### config.mk
export PLATFORM = sky130hd
export DESIGN_NAME = wb_commit_unit
export DESIGN_NICKNAME = d
export VERILOG_FILES = /design/src/rtl/wb_commit_unit.sv
export SDC_FILE = /design/constraint.sdc
export NUM_CORES = 1
export LEC_CHECK = 0
export CAP_MARGIN = 20
export CORE_MARGIN = 1.5
export CORE_UTILIZATION = 40
export DETAILED_ROUTE_END_ITERATION = 8
export HOLD_SLACK_MARGIN = 0.15
export PLACE_DENSITY_LB_ADDON = 0.3
export REMOVE_ABC_BUFFERS = 1
export SYNTH_ARGS = -nofsm -noshare
export SYNTH_HDL_FRONTEND = slang
export SYNTH_SLANG_ARGS = --single-unit
### constraint.sdc
create_clock -name clk -period 5.91 [get_ports clk]
set_input_delay 1.182 -clock clk [delete_from_list [all_inputs] [get_ports clk]]
set_output_delay 1.182 -clock clk [all_outputs]
set_load 0.02 [all_outputs]
### src/rtl/wb_commit_unit.sv
// Writeback commit unit: in-order FIFO between MEM/WB and the GPR/CSR write ports.
// Optional commit trace outputs are built when DIFFTEST_EN is defined.
module wb_commit_unit #(
  parameter int DEPTH  = 2,
  parameter int ADDR_W = 32,
  parameter int CNT_W  = 32
) (
  input  logic              clk,
  input  logic              rst,
  input  logic              flush,
  input  logic              in_valid,
  output logic              in_ready,
  input  logic [ADDR_W-1:0] in_pc,
  input  logic [31:0]       in_inst,
  input  logic              in_rw_en,
  input  logic [4:0]        in_rw_addr,
  input  logic [31:0]       in_rw_data,
  input  logic              in_csr_en,
  input  logic [13:0]       in_csr_addr,
  input  logic [31:0]       in_csr_data,
  input  logic              csr_ready,
  output logic              rf_we,
  output logic [4:0]        rf_waddr,
  output logic [31:0]       rf_wdata,
  output logic              csr_we,
  output logic [13:0]       csr_waddr,
  output logic [31:0]       csr_wdata,
  output logic              fwd_valid,
  output logic [4:0]        fwd_addr,
  output logic [31:0]       fwd_data,
  output logic [CNT_W-1:0]  retire_cnt
`ifdef DIFFTEST_EN
  ,
  output logic              commit_valid,
  output logic [ADDR_W-1:0] commit_pc,
  output logic [31:0]       commit_inst
`endif
);

  localparam int PTR_W = (DEPTH > 1) ? $clog2(DEPTH) : 1;
  localparam logic [PTR_W:0]   FULL_CNT = (PTR_W + 1)'(DEPTH);
  localparam logic [PTR_W:0]   ONE_CNT  = (PTR_W + 1)'(1);
  localparam logic [PTR_W-1:0] ONE_PTR  = PTR_W'(1);
  localparam logic [CNT_W-1:0] ONE_RET  = CNT_W'(1);

  typedef struct packed {
    logic        rw_en;
    logic [4:0]  rw_addr;
    logic [31:0] rw_data;
    logic        csr_en;
    logic [13:0] csr_addr;
    logic [31:0] csr_data;
  } entry_t;

  // Handshake: an entry moves when in_valid && in_ready at a rising edge;
  // in_ready depends only on the registered occupancy, never on csr_ready.
  entry_t            mem [DEPTH];
  entry_t            head;
  entry_t            in_entry;
  logic [PTR_W-1:0]  head_ptr;
  logic [PTR_W-1:0]  tail_ptr;
  logic [PTR_W:0]    count;
  logic              empty;
  logic              push;
  logic              pop;

  assign empty    = (count == '0);
  assign in_ready = (count != FULL_CNT);
  assign head     = (empty || rst) ? '0 : mem[head_ptr];

  assign in_entry = '{rw_en: in_rw_en, rw_addr: in_rw_addr, rw_data: in_rw_data,
                      csr_en: in_csr_en, csr_addr: in_csr_addr, csr_data: in_csr_data};

  assign push = !rst && !flush && in_valid && in_ready;
  // A stalled CSR write holds the whole head entry so GPR and CSR effects stay atomic.
  assign pop  = !rst && !flush && !empty && (!head.csr_en || csr_ready);

  assign rf_we     = pop && head.rw_en && (head.rw_addr != 5'd0);
  assign rf_waddr  = head.rw_addr;
  assign rf_wdata  = head.rw_data;
  assign csr_we    = pop && head.csr_en;
  assign csr_waddr = head.csr_addr;
  assign csr_wdata = head.csr_data;

  assign fwd_valid = head.rw_en && (head.rw_addr != 5'd0);
  assign fwd_addr  = head.rw_addr;
  assign fwd_data  = head.rw_data;

  always_ff @(posedge clk) begin
    if (push) begin
      mem[tail_ptr] <= in_entry;
    end
  end

  always_ff @(posedge clk) begin
    if (rst) begin
      head_ptr   <= '0;
      tail_ptr   <= '0;
      count      <= '0;
      retire_cnt <= '0;
    end else if (flush) begin
      head_ptr <= '0;
      tail_ptr <= '0;
      count    <= '0;
    end else begin
      if (push) begin
        tail_ptr <= tail_ptr + ONE_PTR;
      end
      if (pop) begin
        head_ptr   <= head_ptr + ONE_PTR;
        retire_cnt <= retire_cnt + ONE_RET;
      end
      if (push && !pop) begin
        count <= count + ONE_CNT;
      end else if (pop && !push) begin
        count <= count - ONE_CNT;
      end
    end
  end

`ifdef DIFFTEST_EN
  logic [ADDR_W-1:0] pc_mem   [DEPTH];
  logic [31:0]       inst_mem [DEPTH];

  always_ff @(posedge clk) begin
    if (push) begin
      pc_mem[tail_ptr]   <= in_pc;
      inst_mem[tail_ptr] <= in_inst;
    end
  end

  always_ff @(posedge clk) begin
    if (rst) begin
      commit_valid <= 1'b0;
      commit_pc    <= '0;
      commit_inst  <= '0;
    end else begin
      commit_valid <= pop;
      if (pop) begin
        commit_pc   <= pc_mem[head_ptr];
        commit_inst <= inst_mem[head_ptr];
      end
    end
  end
`else
  logic unused_trace;
  assign unused_trace = ^{in_pc, in_inst};
`endif

endmodule
==> results of run 1 <==
## cell families after synthesis
family          synth area share (%)
simple gates                    10.4
compound gates                  2.60
buf+inv                         4.68
xor+xnor                        2.08
flops                           69.4
mux                             10.5
fa+ha+maj                      0.297
## metal layers
layer	vias to the layer above	share of wire, %
met3	26	7.2
li1	2616	-
met1	2561	42
met4	0	2.0
met5	-	0
met2	190	48
## final timing paths
check / from / endpoint / slack (ns) / cells past startpoint
max reg2reg: flop / count[1] / 3.33 / 5
min: retire_cnt[31] / retire_cnt[31] / 0.49 / 2
min reg2reg: retire_cnt[31] / retire_cnt[31] / 0.49 / 2
max: rst / csr_we / 1.23 / 6
## final cells by class
type,instances,area [um^2]
timing repair buffer,254,2530
clock inverter,13,135
fill,1693,8760
sequential,207,5850
antenna,1,2.50
inverter,4,15.0
clock buffer,28,594
multi-input combinational,335,2200
tap,270,338
## through the flow
| step | instance area [um^2] | setup WS [ns] | hold WS, ns | std cells | TNS [ns] |
|---|---|---|---|---|---|
| 2_1_floorplan | 8050 | -0.0336 | 0.472 | 546 | -2.86 |
| 6_report | 11700 | 1.23 | 0.490 | 1112 | 0 |
| 5_1_grt | 11700 | 1.02 | 0.519 | 1112 | 0 |
| 3_3_place_gp | 10900 | 1.20 | 0.475 | 1070 | 0 |
| 3_5_place_dp | 10900 | 1.20 | 0.485 | 1070 | 0 |
| 4_1_cts | 11700 | 1.18 | 0.493 | 1111 | 0 |
## cells in the mapped netlist (2+ instances only)
master	number
nor2b_1	4
xor2_1	8
and2_1	2
nor4_1	4
nand2_1	11
o21ai_0	10
or4_1	2
xnor2_1	12
clkbuf_1	15
inv_1	4
and3_1	7
mux2i_1	84
nand2b_1	3
mux2_1	2
buf_4	37
dfxtp_1	37
edfxtp_1	170
nor3_1	4
nand4_1	3
o31ai_1	2
o211ai_1	2
ha_1	2
and4_1	2
buf_2	3
nand3_1	14
buf_1	8
a21oi_1	15
nor2_1	115
o2111ai_1	2
or3_1	12
## sequential cells by signal (all words and copies together), names as in the netlist, named ones only
name        flops
retire_cnt     32
count           2
mem           170
head_ptr        1
tail_ptr        1
## critical path, stage by stage
cell and delay, ns:
clkdlybuf4s50_1 0.44, buf_4 0.27, nor2_1 0.29, o211ai_1 0.43
nor2_1 0.23, clkdlybuf4s50_1 0.64
## power by group through the flow
stage          sequential [mW]  combinational [mW]  clock, mW
2_1_floorplan             1.64              0.0516          0
3_3_place_gp              1.64               0.160          0
3_5_place_dp              1.64               0.164          0
4_1_cts                   1.61               0.165       1.41
5_1_grt                   1.61               0.175       1.47
6_report                  1.61               0.163       1.38
==> results.yml, run 1 <==
floorplan:
  fp.dieW_um: 148
  ios: 310
  fp.dieH_um: 148
  core_area_um2: 20400
  rows: 52
  die_area_um2: 21900
  initial_utilization_pct: 41.2
pwr:
  power_frac_clock_pct: 43.8
  power_switching_share_pct: 19.6
  p_sw_uw: 617
  power_leakage_nw: 3.70
  p_comb_share_pct: 5.2
  ir_drop_mv: 0.231
  internal_power_mw: 2.53
  seqPwrFrac_pct: 51.0
  total_power_mw: 3.15
  power_density_nw_per_um2: 270
clocking:
  cts.sinks: 207
  clk-insertion-delay-late_ns: 0.49
  path_clk_slew_ns: 0.06
  cts_resized: 0
  ctsLongestPathBuffers: 3
  cts.root.buffer_cell: "clkbuf_16"
  htreeDepth: 1
  numCtsBuffers: 23
  cts_hold_buf: 0
  cts_tree: "yes"
  postCtsSetupBuffers: 0
setup_path:
  cp.required_ns: 4.73
  crit_fanout: 39
  cp.arrival_ns: 3.49
  crit_type: "in -> out"
  end_kind: "output port"
  critPathLaunchType: "primary input"
drt:
  first_pass_iters: 4
  ant_nets: 0
  viasPerCell: 4.85
  routed_wl_mm: 18.7
  via_count: 5393
  first_iter_violations: 263
  drc: 0
  wl_per_cell_um: 16.8
global_routing:
  grtUsageMet3_pct: 3.80
  busiest_layer: "met2"
  grt_max_degree: 57
  grt_pass1_vias: 5269
  grt_first_pass_wirelength_mm: 28.5
  grt_util_met1_pct: 21.4
  antenna_found_initial: 1
  grt_overflow: 0
  gr-usage-met2_pct: 27.9
  grt_usage_pct: 16.5
sta:
  rsz0062_at_grt: "false"
  slew_viol_final: 0
  tightest_slew_ns: 0.927
  min_period_over_period_pct: 79.1
  final-hold-violation-count: 0
  relSlewSlack_pct: 38.0
  clock_skew_ns: 0.00761
  min_period_ns: 4.68
  setup_viol: 0
  timing.fmax_ghz: 0.214
yosys:
  yosys-top-cells-area: "edfxtp_1, mux2i_1, dfxtp_1"
  syn_inst: 609
  ys_async_sr_fraction_pct: 0
  syn_area_um2: 8430
  synth_area_per_cell_um2: 13.8
  synth-main-ff-cell: "edfxtp_1"
  yosys.area.top_type: "edfxtp_1"
  synth_top_area_share_pct: 60.6
  yosys_warnings: 0
  synth-seq-cells: 207
  yosys.cell_types.count: 43
  synth_edf_count: 170
  seq_area_frac_synth_pct: 69.4
placement:
  portBuffers: 245
  place_hpwl_mm: 12.4
  routabilityCongestion: 0.718
finish:
  syn_to_final_growth_pct: 38.5
  fin_util_pct: 57.1
  finalNetCount: 981
  layout_commonest_cell: "clkdlybuf4s50_1"
  drive_gt1_share_pct: 5.59
  final_cell_mix: "clkdlybuf4s50_1, edfxtp_1, nor2_1"
min_path:
  worst_hold_path_type: "reg -> reg"
job:
  max_cap_viol_count: 0
outcome:
  status: "completed"
Power figures use the tool's default switching activity.
==> inputs of run 2 (changes only) <==
Settings changed: CORE_UTILIZATION 40 to 45.
Clock period 5.91 ns to 4.55 ns, I/O delays scaled along.
==> results.yml, run 2 (synthesis gave the netlist of run 1 again) <==
outcome:
  status: "complete, but fails checks"
  violations: "design-rule violations"
global_routing:
  grt_usage_pct: 18.5
  grt_first_pass_wirelength_mm: 28.8
  grt_overflow: 0
  grt_pass1_vias: 5424
  antenna_found_initial: 0
  grt_max_degree: 63
placement:
  dp_slack_ns: 0.614
  portBuffers: 245
  dpl_cell_area_um2: 10900
  routabilityCongestion: 0.842
  place_hpwl_mm: 12.8
  dp_cells: 1029
pwr:
  ir_drop_mv: 0.227
  total_power_mw: 4.08
  power_frac_clock_pct: 43.6
  seqPwrFrac_pct: 51.1
  power_switching_share_pct: 19.4
  power_density_nw_per_um2: 351
  power_leakage_nw: 3.69
  p_sw_uw: 791
  p_comb_share_pct: 5.2
  internal_power_mw: 3.29
finish:
  syn_to_final_growth_pct: 38.0
  largestRegisters: "mem: 170 flops, retire_cnt: 32 flops, count: 2 flops"
  largest-register: "mem"
  largest_reg_flops: 170
  fin_util_pct: 64.1
  finalNetCount: 980
  layout_commonest_cell: "clkdlybuf4s50_1"
  num_antenna_cells: 0
  nFillCells: 1330
  drive_gt1_share_pct: 5.97
  fin_area_um2: 11600
  final_cell_mix: "clkdlybuf4s50_1, edfxtp_1, nor2_1"
  stdcell_count: 1067
sta:
  timing.fmax_ghz: 0.253
  clock_skew_ns: 0.0135
  min_period_over_period_pct: 86.8
  tightest_slew_ns: 0.789
  setup_tns_ns: 0
  setup_slack_ns: 0.601
  setup_viol: 0
  relSlewSlack_pct: 46.9
  whs_ns: 0.505
  slew_viol_final: 0
  final-hold-violation-count: 0
  min_period_ns: 3.95
  rsz0062_at_grt: "false"
setup_path:
  crit_fanout: 51
  path_buf_inv: 3
  cp.required_ns: 3.64
  cp_slowest_cell: "clkdlybuf4s50_1"
  end_kind: "output port"
  crit_family: "buffers and inverters"
  crit_type: "in -> out"
  cpMostUsedCell: "clkdlybuf4s50_1"
  cp.arrival_ns: 3.04
  crit_chain: "clkdlybuf4s50_1, nand2b_4, buf_4, nor2_1, clkdlybuf4s50_1"
  critPathLaunchType: "primary input"
  max_stage_delay_ns: 0.65
drt:
  ant_nets: 0
  drc: 23
  first_pass_iters: 7
  routed_wl_mm: 18.7
  viasPerCell: 5.16
  wl_per_cell_um: 17.5
  via_count: 5509
  first_iter_violations: 293
clocking:
  cts.sinks: 207
  path_clk_slew_ns: 0.06
  numCtsBuffers: 22
  cts_hold_buf: 0
  cts_resized: 0
  postCtsSetupBuffers: 0
  clk-insertion-delay-late_ns: 0.49
  htreeDepth: 1
  cts_tree: "yes"
  cts.root.buffer_cell: "clkbuf_16"
  ctsLongestPathBuffers: 3
floorplan:
  fp.dieH_um: 140
  ios: 310
  core_area_um2: 18100
  fp.dieW_um: 140
  rows: 49
  initial_utilization_pct: 46.4
  die_area_um2: 19600
job:
  max_cap_viol_count: 0
min_path:
  worst_hold_path_type: "reg -> reg"
## run 2: final timing paths
path            start              to  slack [ns]  depth (start not counted)
max               rst     rf_waddr[0]        0.60                          5
min reg2reg  head_ptr        head_ptr        0.51                          2
min          head_ptr        head_ptr        0.51                          2
max reg2reg      flop  retire_cnt[22]        2.18                          5
## run 2: metal layers
layer	global-route usage [%]	vias to the layer above	share of wire, %	wire length (um)
li1	-	2602	-	-
met1	22.7	2669	40	7440
met2	33.1	214	51	9580
met3	3.96	24	7.2	1350
met4	5.04	0	1.8	329
met5	0	-	0	0
## run 2: layout make-up
| cell class | count | area, um^2 | share of cell area, % |
|---|---|---|---|
| Clock inverter | 11 | 140 | 1.20 |
| Clock buffer | 27 | 591 | 5.08 |
| Timing Repair Buffer | 254 | 2540 | 21.9 |
| Inverter | 4 | 15.0 | 0.129 |
| Sequential cell | 207 | 5850 | 50.3 |
| Multi-Input combinational cell | 335 | 2200 | 19.0 |
| Tap cell | 229 | 287 | 2.46 |
## run 2: worst min-delay path, delay by kind of cell, from the launching register on
family | cells | cell delay [ns]
flops | 1 | 0.32
xor+xnor | 1 | 0.08
simple gates | 1 | 0.07
## run 2: power groups by stage
| stage | registers (mW) | logic, mW | clock network (mW) |
|---|---|---|---|
| after floorplan | 2.13 | 0.0670 | 0 |
| after global placement | 2.12 | 0.208 | 0 |
| after detailed placement | 2.13 | 0.215 | 0 |
| after CTS | 2.09 | 0.216 | 1.83 |
| after global routing | 2.09 | 0.229 | 1.89 |
| final | 2.09 | 0.214 | 1.78 |
